## src/rtl/multicycle_control_unit_pkg.sv

```systemverilog
`default_nettype none
// ---------------------------------------------------------------------------
// mips_defs : opcode, ALUOp, mux encodings and FSM state codes. Rev 1.0
// ---------------------------------------------------------------------------
package mips_defs;

    localparam logic [5:0] OP_RTYPE = 6'b000000;
    localparam logic [5:0] OP_ADDI  = 6'b001000;
    localparam logic [5:0] OP_ORI   = 6'b001101;
    localparam logic [5:0] OP_LUI   = 6'b001111;
    localparam logic [5:0] OP_LW    = 6'b100011;
    localparam logic [5:0] OP_SW    = 6'b101011;
    localparam logic [5:0] OP_J     = 6'b000010;

    localparam logic [2:0] ALUOP_RTYPE = 3'b111;
    localparam logic [2:0] ALUOP_ADD   = 3'b100;
    localparam logic [2:0] ALUOP_OR    = 3'b101;
    localparam logic [2:0] ALUOP_LUI   = 3'b110;
    localparam logic [2:0] ALUOP_IDLE  = 3'b000;

    localparam logic [1:0] SRCB_REG  = 2'b00;
    localparam logic [1:0] SRCB_FOUR = 2'b01;
    localparam logic [1:0] SRCB_SEXT = 2'b10;
    localparam logic [1:0] SRCB_ZEXT = 2'b11;

    localparam logic [1:0] PCSRC_ALU    = 2'b00;
    localparam logic [1:0] PCSRC_ALUOUT = 2'b01;
    localparam logic [1:0] PCSRC_JUMP   = 2'b10;

    typedef enum logic [3:0] {
        S_FETCH     = 4'd0,
        S_DECODE    = 4'd1,
        S_EXEC_R    = 4'd2,
        S_WB_R      = 4'd3,
        S_EXEC_I    = 4'd4,
        S_WB_I      = 4'd5,
        S_MEM_ADDR  = 4'd6,
        S_MEM_READ  = 4'd7,
        S_MEM_WB    = 4'd8,
        S_MEM_WRITE = 4'd9,
        S_JUMP      = 4'd10,
        S_TRAP      = 4'd11
    } state_t;

    // Sub-op kept past DECODE so later states never look at the live opcode.
    typedef enum logic [2:0] {
        SUB_NONE = 3'd0,
        SUB_ADDI = 3'd1,
        SUB_ORI  = 3'd2,
        SUB_LUI  = 3'd3,
        SUB_LW   = 3'd4,
        SUB_SW   = 3'd5
    } subop_t;

endpackage
`default_nettype wire

```

## src/rtl/multicycle_control_unit_decoder.sv

```systemverilog
`default_nettype none
// ---------------------------------------------------------------------------
// multicycle_opcode_decoder : opcode -> post-DECODE state and sub-op. Rev 1.0
// ---------------------------------------------------------------------------
module multicycle_opcode_decoder
    import mips_defs::*;
(
    input  logic [5:0] opcode_i,
    output state_t     next_state_o,
    output subop_t     subop_o
);

    always_comb begin
        next_state_o = S_TRAP;
        subop_o      = SUB_NONE;
        case (opcode_i)
            OP_RTYPE: next_state_o = S_EXEC_R;
            OP_ADDI:  begin next_state_o = S_EXEC_I;   subop_o = SUB_ADDI; end
            OP_ORI:   begin next_state_o = S_EXEC_I;   subop_o = SUB_ORI;  end
            OP_LUI:   begin next_state_o = S_EXEC_I;   subop_o = SUB_LUI;  end
            OP_LW:    begin next_state_o = S_MEM_ADDR; subop_o = SUB_LW;   end
            OP_SW:    begin next_state_o = S_MEM_ADDR; subop_o = SUB_SW;   end
            OP_J:     next_state_o = S_JUMP;
            default:  next_state_o = S_TRAP;
        endcase
    end

endmodule
`default_nettype wire

```

## src/rtl/multicycle_control_unit.sv

```systemverilog
`default_nettype none
// ---------------------------------------------------------------------------
// multicycle_control_unit : main control FSM of the multicycle MIPS datapath.
// Rev 1.0
// ---------------------------------------------------------------------------
module multicycle_control_unit
    import mips_defs::*;
(
    input  logic       clk,
    input  logic       reset,
    input  logic [5:0] opcode,
    input  logic       mem_ready,
    output logic       PCWrite,
    output logic       IRWrite,
    output logic       RegWrite,
    output logic       MemWrite,
    output logic       MemRead,
    output logic       IorD,
    output logic       RegDst,
    output logic       MemtoReg,
    output logic       ALUSrcA,
    output logic [1:0] ALUSrcB,
    output logic [1:0] PCSource,
    output logic [2:0] ALUOp,
    output logic       retire,
    output logic       illegal_op
);

    state_t state_q, state_d;
    subop_t subop_q, subop_d;
    state_t w_dec_state;
    subop_t w_dec_subop;

    multicycle_opcode_decoder u_dec (
        .opcode_i     (opcode),
        .next_state_o (w_dec_state),
        .subop_o      (w_dec_subop)
    );

    always_comb begin
        state_d = state_q;
        subop_d = subop_q;
        case (state_q)
            S_FETCH:     state_d = mem_ready ? S_DECODE : S_FETCH;
            S_DECODE: begin
                state_d = w_dec_state;
                subop_d = w_dec_subop;
            end
            S_EXEC_R:    state_d = S_WB_R;
            S_WB_R:      state_d = S_FETCH;
            S_EXEC_I:    state_d = S_WB_I;
            S_WB_I:      state_d = S_FETCH;
            S_MEM_ADDR:  state_d = (subop_q == SUB_SW) ? S_MEM_WRITE : S_MEM_READ;
            S_MEM_READ:  state_d = mem_ready ? S_MEM_WB : S_MEM_READ;
            S_MEM_WB:    state_d = S_FETCH;
            S_MEM_WRITE: state_d = mem_ready ? S_FETCH : S_MEM_WRITE;
            S_JUMP:      state_d = S_FETCH;
            S_TRAP:      state_d = S_TRAP;
            default:     state_d = S_FETCH;
        endcase
    end

    always_ff @(posedge clk or negedge reset) begin
        if (!reset) begin
            state_q <= S_FETCH;
            subop_q <= SUB_NONE;
        end else begin
            state_q <= state_d;
            subop_q <= subop_d;
        end
    end

    always_comb begin
        PCWrite    = 1'b0;
        IRWrite    = 1'b0;
        RegWrite   = 1'b0;
        MemWrite   = 1'b0;
        MemRead    = 1'b0;
        IorD       = 1'b0;
        RegDst     = 1'b0;
        MemtoReg   = 1'b0;
        ALUSrcA    = 1'b0;
        ALUSrcB    = SRCB_REG;
        PCSource   = PCSRC_ALU;
        ALUOp      = ALUOP_IDLE;
        retire     = 1'b0;
        illegal_op = 1'b0;
        case (state_q)
            S_FETCH: begin
                MemRead = 1'b1;
                ALUSrcB = SRCB_FOUR;
                ALUOp   = ALUOP_ADD;
                PCWrite = mem_ready;
                IRWrite = mem_ready;
            end
            S_DECODE: begin
                ALUSrcB = SRCB_SEXT;
                ALUOp   = ALUOP_ADD;
            end
            S_EXEC_R: begin
                ALUSrcA = 1'b1;
                ALUOp   = ALUOP_RTYPE;
            end
            S_WB_R: begin
                RegWrite = 1'b1;
                RegDst   = 1'b1;
                retire   = 1'b1;
            end
            S_EXEC_I: begin
                ALUSrcA = 1'b1;
                case (subop_q)
                    SUB_ORI: begin ALUSrcB = SRCB_ZEXT; ALUOp = ALUOP_OR;  end
                    SUB_LUI: begin ALUSrcB = SRCB_ZEXT; ALUOp = ALUOP_LUI; end
                    default: begin ALUSrcB = SRCB_SEXT; ALUOp = ALUOP_ADD; end
                endcase
            end
            S_WB_I: begin
                RegWrite = 1'b1;
                retire   = 1'b1;
            end
            S_MEM_ADDR: begin
                ALUSrcA = 1'b1;
                ALUSrcB = SRCB_SEXT;
                ALUOp   = ALUOP_ADD;
            end
            S_MEM_READ: begin
                MemRead = 1'b1;
                IorD    = 1'b1;
            end
            S_MEM_WB: begin
                RegWrite = 1'b1;
                MemtoReg = 1'b1;
                retire   = 1'b1;
            end
            S_MEM_WRITE: begin
                MemWrite = 1'b1;
                IorD     = 1'b1;
                retire   = mem_ready;
            end
            S_JUMP: begin
                PCWrite  = 1'b1;
                PCSource = PCSRC_JUMP;
                retire   = 1'b1;
            end
            S_TRAP:  illegal_op = 1'b1;
            default: ;
        endcase
        // Reset kills every write/retire immediately, even mid-cycle.
        if (!reset) begin
            PCWrite    = 1'b0;
            IRWrite    = 1'b0;
            RegWrite   = 1'b0;
            MemWrite   = 1'b0;
            retire     = 1'b0;
            illegal_op = 1'b0;
        end
    end

endmodule
`default_nettype wire

```

## config.mk

```make
export PLATFORM = sky130hd
export DESIGN_NAME = multicycle_control_unit
export DESIGN_NICKNAME = d
export VERILOG_FILES = /design/src/rtl/multicycle_control_unit_pkg.sv /design/src/rtl/multicycle_control_unit_decoder.sv /design/src/rtl/multicycle_control_unit.sv
export SDC_FILE = /design/constraint.sdc
export NUM_CORES = 1
export LEC_CHECK = 0
export ABC_AREA = 1
export CAP_MARGIN = 25
export CELL_PAD_IN_SITES_DETAIL_PLACEMENT = 1
export CELL_PAD_IN_SITES_GLOBAL_PLACEMENT = 1
export CORE_MARGIN = 2
export CORE_UTILIZATION = 30
export CTS_BUF_LIST = sky130_fd_sc_hd__clkbuf_16
export DETAILED_ROUTE_END_ITERATION = 7
export DONT_BUFFER_PORTS = 1
export PLACE_DENSITY_LB_ADDON = 0.1
export SETUP_SLACK_MARGIN = 0.15
export SLEW_MARGIN = 10
export SYNTH_ARGS = -nofsm -noshare
export SYNTH_HDL_FRONTEND = slang
export SYNTH_HIERARCHICAL = 1
export SYNTH_SLANG_ARGS = --single-unit
```

## constraint.sdc

```tcl
create_clock -name clk -period 1.6 [get_ports clk]
set_input_delay 0.24 -clock clk [delete_from_list [all_inputs] [get_ports clk]]
set_output_delay 0.24 -clock clk [all_outputs]
set_load 0.01 [all_outputs]
```

==> impl_metrics.py, run 1 <==
metrics = {
    "status": {
        "status": "finished clean",
    },
    "logic_synthesis": {
        "synthTopCellsByArea": "dfrtp_1 24%, nand2_1 19%, inv_1 11%",
        "ys_warn_count": 6,
        "synth_ff_type": "dfrtp_1",
        "synth_area_um2": 741,
        "synthCells": 123,
        "ys_seq_area_share_pct": 23.6,
        "syn_nets": 132,
        "synth_edf_count": 0,
        "netlist.top_cell.by_area": "dfrtp_1",
        "synth_seq_cells": 7,
        "synth_common_cells": "37 x nand2_1, 22 x inv_1, 11 x nor2_1",
        "syn-mean-instance-area_um2": 6.02,
        "synth_top_area_share_pct": 23.6,
        "async_reset_ff_share_pct": 100,
        "synth_most_common_cell": "nand2_1",
        "synth.distinct_cells": 17,
    },
    "power_and_ir_drop": {
        "p_leak_nw": 0.560,
        "p_per_area_mw_per_mm2": 1700,
        "power_frac_clock_pct": 23.3,
        "fin_total_pwr_mw": 1.80,
        "p_int_mw": 0.961,
        "p_comb_share_pct": 57.8,
        "p_sw_mw": 0.839,
        "peakVddDrop_uv": 1130,
        "switching_share_pct": 46.6,
        "seqPwrFrac_pct": 18.9,
    },
    "setup_path": {
        "cp_common_cell": "nor2_2",
        "reg2reg_slack_ns": 0.33,
        "path_delay_family": "simple AND/OR/NAND/NOR gates",
        "crit_type": "reg2out",
        "cp-start-kind": "flip-flop",
        "slowest_delay_ns": 0.45,
        "critPathRequiredTime_ns": 1.36,
        "endpoint_kind": "output pin",
        "path_max_fanout": 7,
        "crit_chain": "inv_1 -> nor2_2 -> nand2_1 -> nand3_2 -> nor2_1 -> nor2_2",
        "crit_path_top_delay_cell": "dfrtp_2",
        "critical_path_buf_inv_count": 1,
        "worstPathArrival_ns": 1.32,
    },
    "clock_network": {
        "cts_tree": "done",
        "clock_tree.root_cell": "clkbuf_16",
        "clock_sinks": 7,
        "clockBufferDepth": 2,
        "htree_levels": 1,
        "clk_pin_slew_worst_paths_ns": 0.04,
        "cts_made_buffers": 3,
        "clk_latency_ns": 0.23,
    },
    "job": {
        "cap_violations": 0,
    },
    "floorplanning": {
        "die_w_um": 53.7,
        "start_util_pct": 30.7,
        "num_rows": 18,
        "ios": 27,
        "core_mm2": 0.00241,
        "die_h_um": 53.7,
        "dieArea_mm2": 0.00288,
    },
    "sta": {
        "rsz0062_at_grt": "yes",
        "whs_ns": 0.206,
        "skew_ns": 0.000693,
        "setup_viol_count_final": 0,
        "final.min_clock_period_ns": 1.56,
        "slew_viol_final": 0,
        "hold_viol": 0,
        "worst_slack_ns": 0.0438,
        "timing.fmax_mhz": 643,
        "min_period_over_period_pct": 97.3,
    },
    "worst_hold_path": {
        "min_path_type": "in2reg",
    },
    "global_routing": {
        "antenna_found_initial": 0,
        "grt_max_degree": 9,
        "overflow": 0,
        "grt_pass1_vias": 778,
        "track_usage_pct": 17.6,
        "grt_pass1_wl_mm": 3.56,
    },
    "placed_design": {
        "hpwl_mm": 1.73,
        "place_ws_ns": 0.194,
        "port-buffer-count": 0,
        "place_congestion": 0.811,
    },
    "detailed_routing": {
        "drtIter0Drc": 10,
        "wl_per_cell_um": 14.1,
        "wirelength_mm": 2.39,
        "drc": 0,
        "dr.pass1.iters": 3,
        "ant_nets": 0,
        "viasPerCell": 4.81,
        "num_vias": 817,
    },
    "final_layout": {
        "nets": 150,
        "drive_above_1_share_pct": 43.6,
        "n_antenna_cell": 0,
        "fill_cells": 314,
        "synthToLayoutAreaGrowth_pct": 42.7,
    },
}
power groups by stage:
stage	clock network, mW	logic [mW]	registers (mW)
4_1_cts	0.422	0.851	0.336
5_1_grt	0.428	1.16	0.353
3_3_place_gp	0	0.761	0.308
2_1_floorplan	0	0.563	0.296
3_5_place_dp	0	0.765	0.309
6_report	0.419	1.04	0.341
state kept, by name, indices dropped and copies added, names as in the netlist:
name / count
state_q: 4
subop_q: 3
worst register-to-register path: stages (launching register included):
cell and delay [ns]:
dfrtp_2 0.44, inv_2 0.10, nor2_4 0.05, buf_4 0.14, nand2_1 0.11, nand2_2 0.10
nor2_1 0.13, nand3b_1 0.08
per-stage QoR:
step,cell area (um^2),TNS (ns),utilization [%],std cells
after floorplan,741,0,-,123
after global placement,808,0,33.5,157
after detailed placement,808,0,33.5,157
after CTS,958,0,39.8,165
after global routing,1060,-0.180,43.9,170
final,1060,0,43.9,170
cell usage in the layout, fill, tap and decap left out, drive strengths merged, types with 3 or more instances in the layout:
master	Yosys	routed
inv	24	25
clkbuf	0	3
nand4	5	5
dfrtp	7	7
a21oi	3	3
o21ai	5	5
buf	1	13
nand2	43	43
nor2	23	23
nand3	9	9
cell families after synthesis:
group	count (synthesis)	synth area share, %
DFF	7	23.6
AOI/OAI and AO/OA	9	6.42
and+or+nand+nor	81	56.3
other	1	0.506
buffers and inverters	25	13.2
layer usage:
layer  wire length, um  share of wire [%]  track usage [%]  vias to the layer above
li1                  -                  -                -                      405
met1              1030                 43             22.5                      396
met2              1270                 53             30.5                       14
met3                88                3.7             4.17                        2
met4                 8               0.33             2.56                        0
met5                 0                  0                0                        -
layout make-up:
cell class / count / area (um^2) / share of cell area, %
Clock buffer: 3 / 75.1 / 7.10
Clock inverter: 1 / 3.75 / 0.355
Inverter: 24 / 90.1 / 8.52
Multi-Input combinational cell: 91 / 559 / 52.9
Sequential cell: 7 / 180 / 17.0
Tap cell: 30 / 37.5 / 3.55
Timing Repair Buffer: 14 / 111 / 10.5
final timing paths:
| kind | startpoint | endpoint | cells past startpoint |
|---|---|---|---|
| max | state_q[0] | retire | 6 |
| min | mem_ready | state_q[3] | 2 |
| max reg2reg | state_q[2] | state_q[0] | 7 |
| min reg2reg | subop_q[1] | subop_q[1] | 2 |
| max in group asynchronous | reset | state_q[0] | 1 |
| min in group asynchronous | reset | subop_q[0] | 1 |
what timing repair did:
item / CTS / global route
pin swaps: 3 / 8
hold buffers: 1 / 0
gates resized for setup: 15 / 20
setup buffers: 3 / 5
endpoints found under the setup margin: 13 / 15
endpoints found under the hold margin: 7 / 0
(Power assumes the default switching activity.)
==> run 2, diff against run 1 <==
--- a/config.mk
+++ b/config.mk
@@ -12,6 +12,7 @@
 export CORE_MARGIN = 2
 export CORE_UTILIZATION = 30
 export CTS_BUF_LIST = sky130_fd_sc_hd__clkbuf_16
+export CTS_CLUSTER_SIZE = 30
 export DETAILED_ROUTE_END_ITERATION = 7
 export DONT_BUFFER_PORTS = 1
 export PLACE_DENSITY_LB_ADDON = 0.1
==> results of run 2 <==
The final DEF is identical to that of run 1; final timing and power are the same.
==> run 3, diff against run 2 <==
--- a/config.mk
+++ b/config.mk
@@ -9,6 +9,7 @@
 export CAP_MARGIN = 25
 export CELL_PAD_IN_SITES_DETAIL_PLACEMENT = 1
 export CELL_PAD_IN_SITES_GLOBAL_PLACEMENT = 1
+export CORE_ASPECT_RATIO = 1.25
 export CORE_MARGIN = 2
 export CORE_UTILIZATION = 30
 export CTS_BUF_LIST = sky130_fd_sc_hd__clkbuf_16
@@ -17,7 +18,7 @@
 export DONT_BUFFER_PORTS = 1
 export PLACE_DENSITY_LB_ADDON = 0.1
 export SETUP_SLACK_MARGIN = 0.15
-export SLEW_MARGIN = 10
+export SLEW_MARGIN = 25
 export SYNTH_ARGS = -nofsm -noshare
 export SYNTH_HDL_FRONTEND = slang
 export SYNTH_HIERARCHICAL = 1
==> impl_metrics.py, run 3 (synthesis gave the netlist of run 1 again) <==
metrics = {
    "detailed_routing": {
        "wl_per_cell_um": 14.3,
        "num_vias": 833,
        "wirelength_mm": 2.43,
        "drtIter0Drc": 9,
        "viasPerCell": 4.90,
        "dr.pass1.iters": 4,
        "ant_nets": 0,
        "drc": 0,
    },
    "setup_path": {
        "cp-start-kind": "flip-flop",
        "r2r-start": "state_q[2]",
        "worstPathArrival_ns": 1.34,
        "reg2reg_slack_ns": 0.20,
        "endpoint_kind": "output pin",
        "path_max_fanout": 6,
        "r2r_end": "state_q[2]",
        "crit_type": "reg2out",
        "rr_worst_depth": 9,
        "critPathRequiredTime_ns": 1.36,
    },
    "global_routing": {
        "grt_use_met2_pct": 31.7,
        "grt_pass1_vias": 847,
        "use_met3_pct": 2.78,
        "grt_pass1_wl_mm": 3.55,
        "overflow": 0,
        "grtUsageMet1_pct": 15.8,
        "grt_max_degree": 9,
        "track_usage_pct": 16.2,
        "antenna_found_initial": 0,
        "top_usage_layer": "met2",
    },
    "final_layout": {
        "regMostFlops": "state_q",
        "fin_area_mm2": 0.00104,
        "largest_register_ffs": 4,
        "n_antenna_cell": 0,
        "synthToLayoutAreaGrowth_pct": 40.7,
        "final_cell_mix": "30 x nand2_1, 21 x inv_1, 11 x nor2_4",
        "nets": 147,
        "final_common_cell": "nand2_1",
        "reg.largest.list": "state_q (4), subop_q (3)",
        "drive_above_1_share_pct": 40.9,
    },
    "power_and_ir_drop": {
        "fin_total_pwr_mw": 1.77,
        "peakVddDrop_uv": 725,
        "p_per_area_mw_per_mm2": 1700,
        "p_leak_nw": 0.560,
    },
    "clock_network": {
        "clk_latency_ns": 0.23,
        "clk_pin_slew_worst_paths_ns": 0.04,
        "clock_tree.root_cell": "clkbuf_16",
        "clockBufferDepth": 2,
        "clock_sinks": 7,
        "cts_made_buffers": 3,
        "cts_tree": "done",
        "htree_levels": 1,
    },
    "sta": {
        "rsz0062_at_grt": "yes",
        "hold_viol": 0,
        "timing.fmax_mhz": 633,
        "whs_ns": 0.234,
        "skew_ns": 0.00329,
        "final.min_clock_period_ns": 1.58,
        "setup_viol_count_final": 0,
        "min_period_over_period_pct": 98.7,
        "slew_viol_final": 0,
    },
    "placed_design": {
        "hpwl_mm": 1.77,
        "place_congestion": 0.777,
        "place_area_um2": 797,
        "port-buffer-count": 0,
    },
    "floorplanning": {
        "die_h_um": 59.6,
        "die_w_um": 48.4,
        "ios": 27,
        "num_rows": 20,
        "dieArea_mm2": 0.00289,
        "start_util_pct": 31.2,
        "core_mm2": 0.00238,
    },
    "worst_hold_path": {
        "hold_depth": 2,
        "worstHoldStart": "mem_ready",
        "whs_endpoint": "state_q[3]",
        "min_path_type": "in2reg",
    },
    "job": {
        "cap_violations": 0,
    },
    "status": {
        "status": "finished clean",
    },
}
==> run 3: repair_timing <==
item	4_1_cts	5_1_grt
setup endpoints to repair	14	14
setup buffers	3	4
pin swaps	4	3
hold buffers	1	0
resized for setup	16	20
hold endpoints to repair	7	0
==> run 3: metrics by stage <==
step | util (%) | std cells | setup slack [ns] | setup TNS [ns]
after floorplan | - | 123 | 0.299 | 0
after global placement | 33.5 | 158 | 0.129 | 0
after detailed placement | 33.5 | 158 | 0.135 | 0
after CTS | 39.6 | 166 | 0.0346 | 0
after global routing | 43.8 | 170 | -0.0360 | -0.111
final | 43.8 | 170 | 0.0207 | 0
==> run 3: critical path, stage by stage (launching register included) <==
cell and delay (ns):
dfrtp_2 0.46, nor2_4 0.15, nand4_1 0.18, o21ai_1 0.17, buf_4 0.14
==> run 3: power breakdown <==
part	leakage [nW]	total (mW)	switching [mW]	internal (mW)
clock	0.0423	0.431	0.105	0.326
combinational	0.431	1.00	0.648	0.353
sequential	0.0874	0.343	0.100	0.242
total	0.560	1.77	0.853	0.921
==> run 3: layout make-up <==
cell class	count	area (um^2)
Multi-Input combinational cell	91	559
Timing Repair Buffer	11	92.6
Sequential cell	7	180
Tap cell	33	41.3
Clock inverter	1	3.75
Inverter	24	90.1
Clock buffer	3	75.1
Fill cell	322	1340
==> run 3: worst max-delay path by stage <==
stage | from | endpoint | slack (ns)
6_report | state_q[0] | ALUOp[0] | 0.02
2_1_floorplan | state_q[3] | retire | 0.30
3_5_place_dp | state_q[3] | PCWrite | 0.13
3_3_place_gp | state_q[3] | PCWrite | 0.13
4_1_cts | state_q[1] | ALUOp[0] | 0.03
5_1_grt | state_q[0] | ALUOp[0] | -0.04
==> run 3: metal layers <==
layer  vias up  part of all wire, %  routed length (um)
met1       398                   35                 855
met2        25                   56                1370
met3         9                  4.2                 101
met4         0                  4.3                 104
li1        401                    -                   -
met5         -                    0                   0
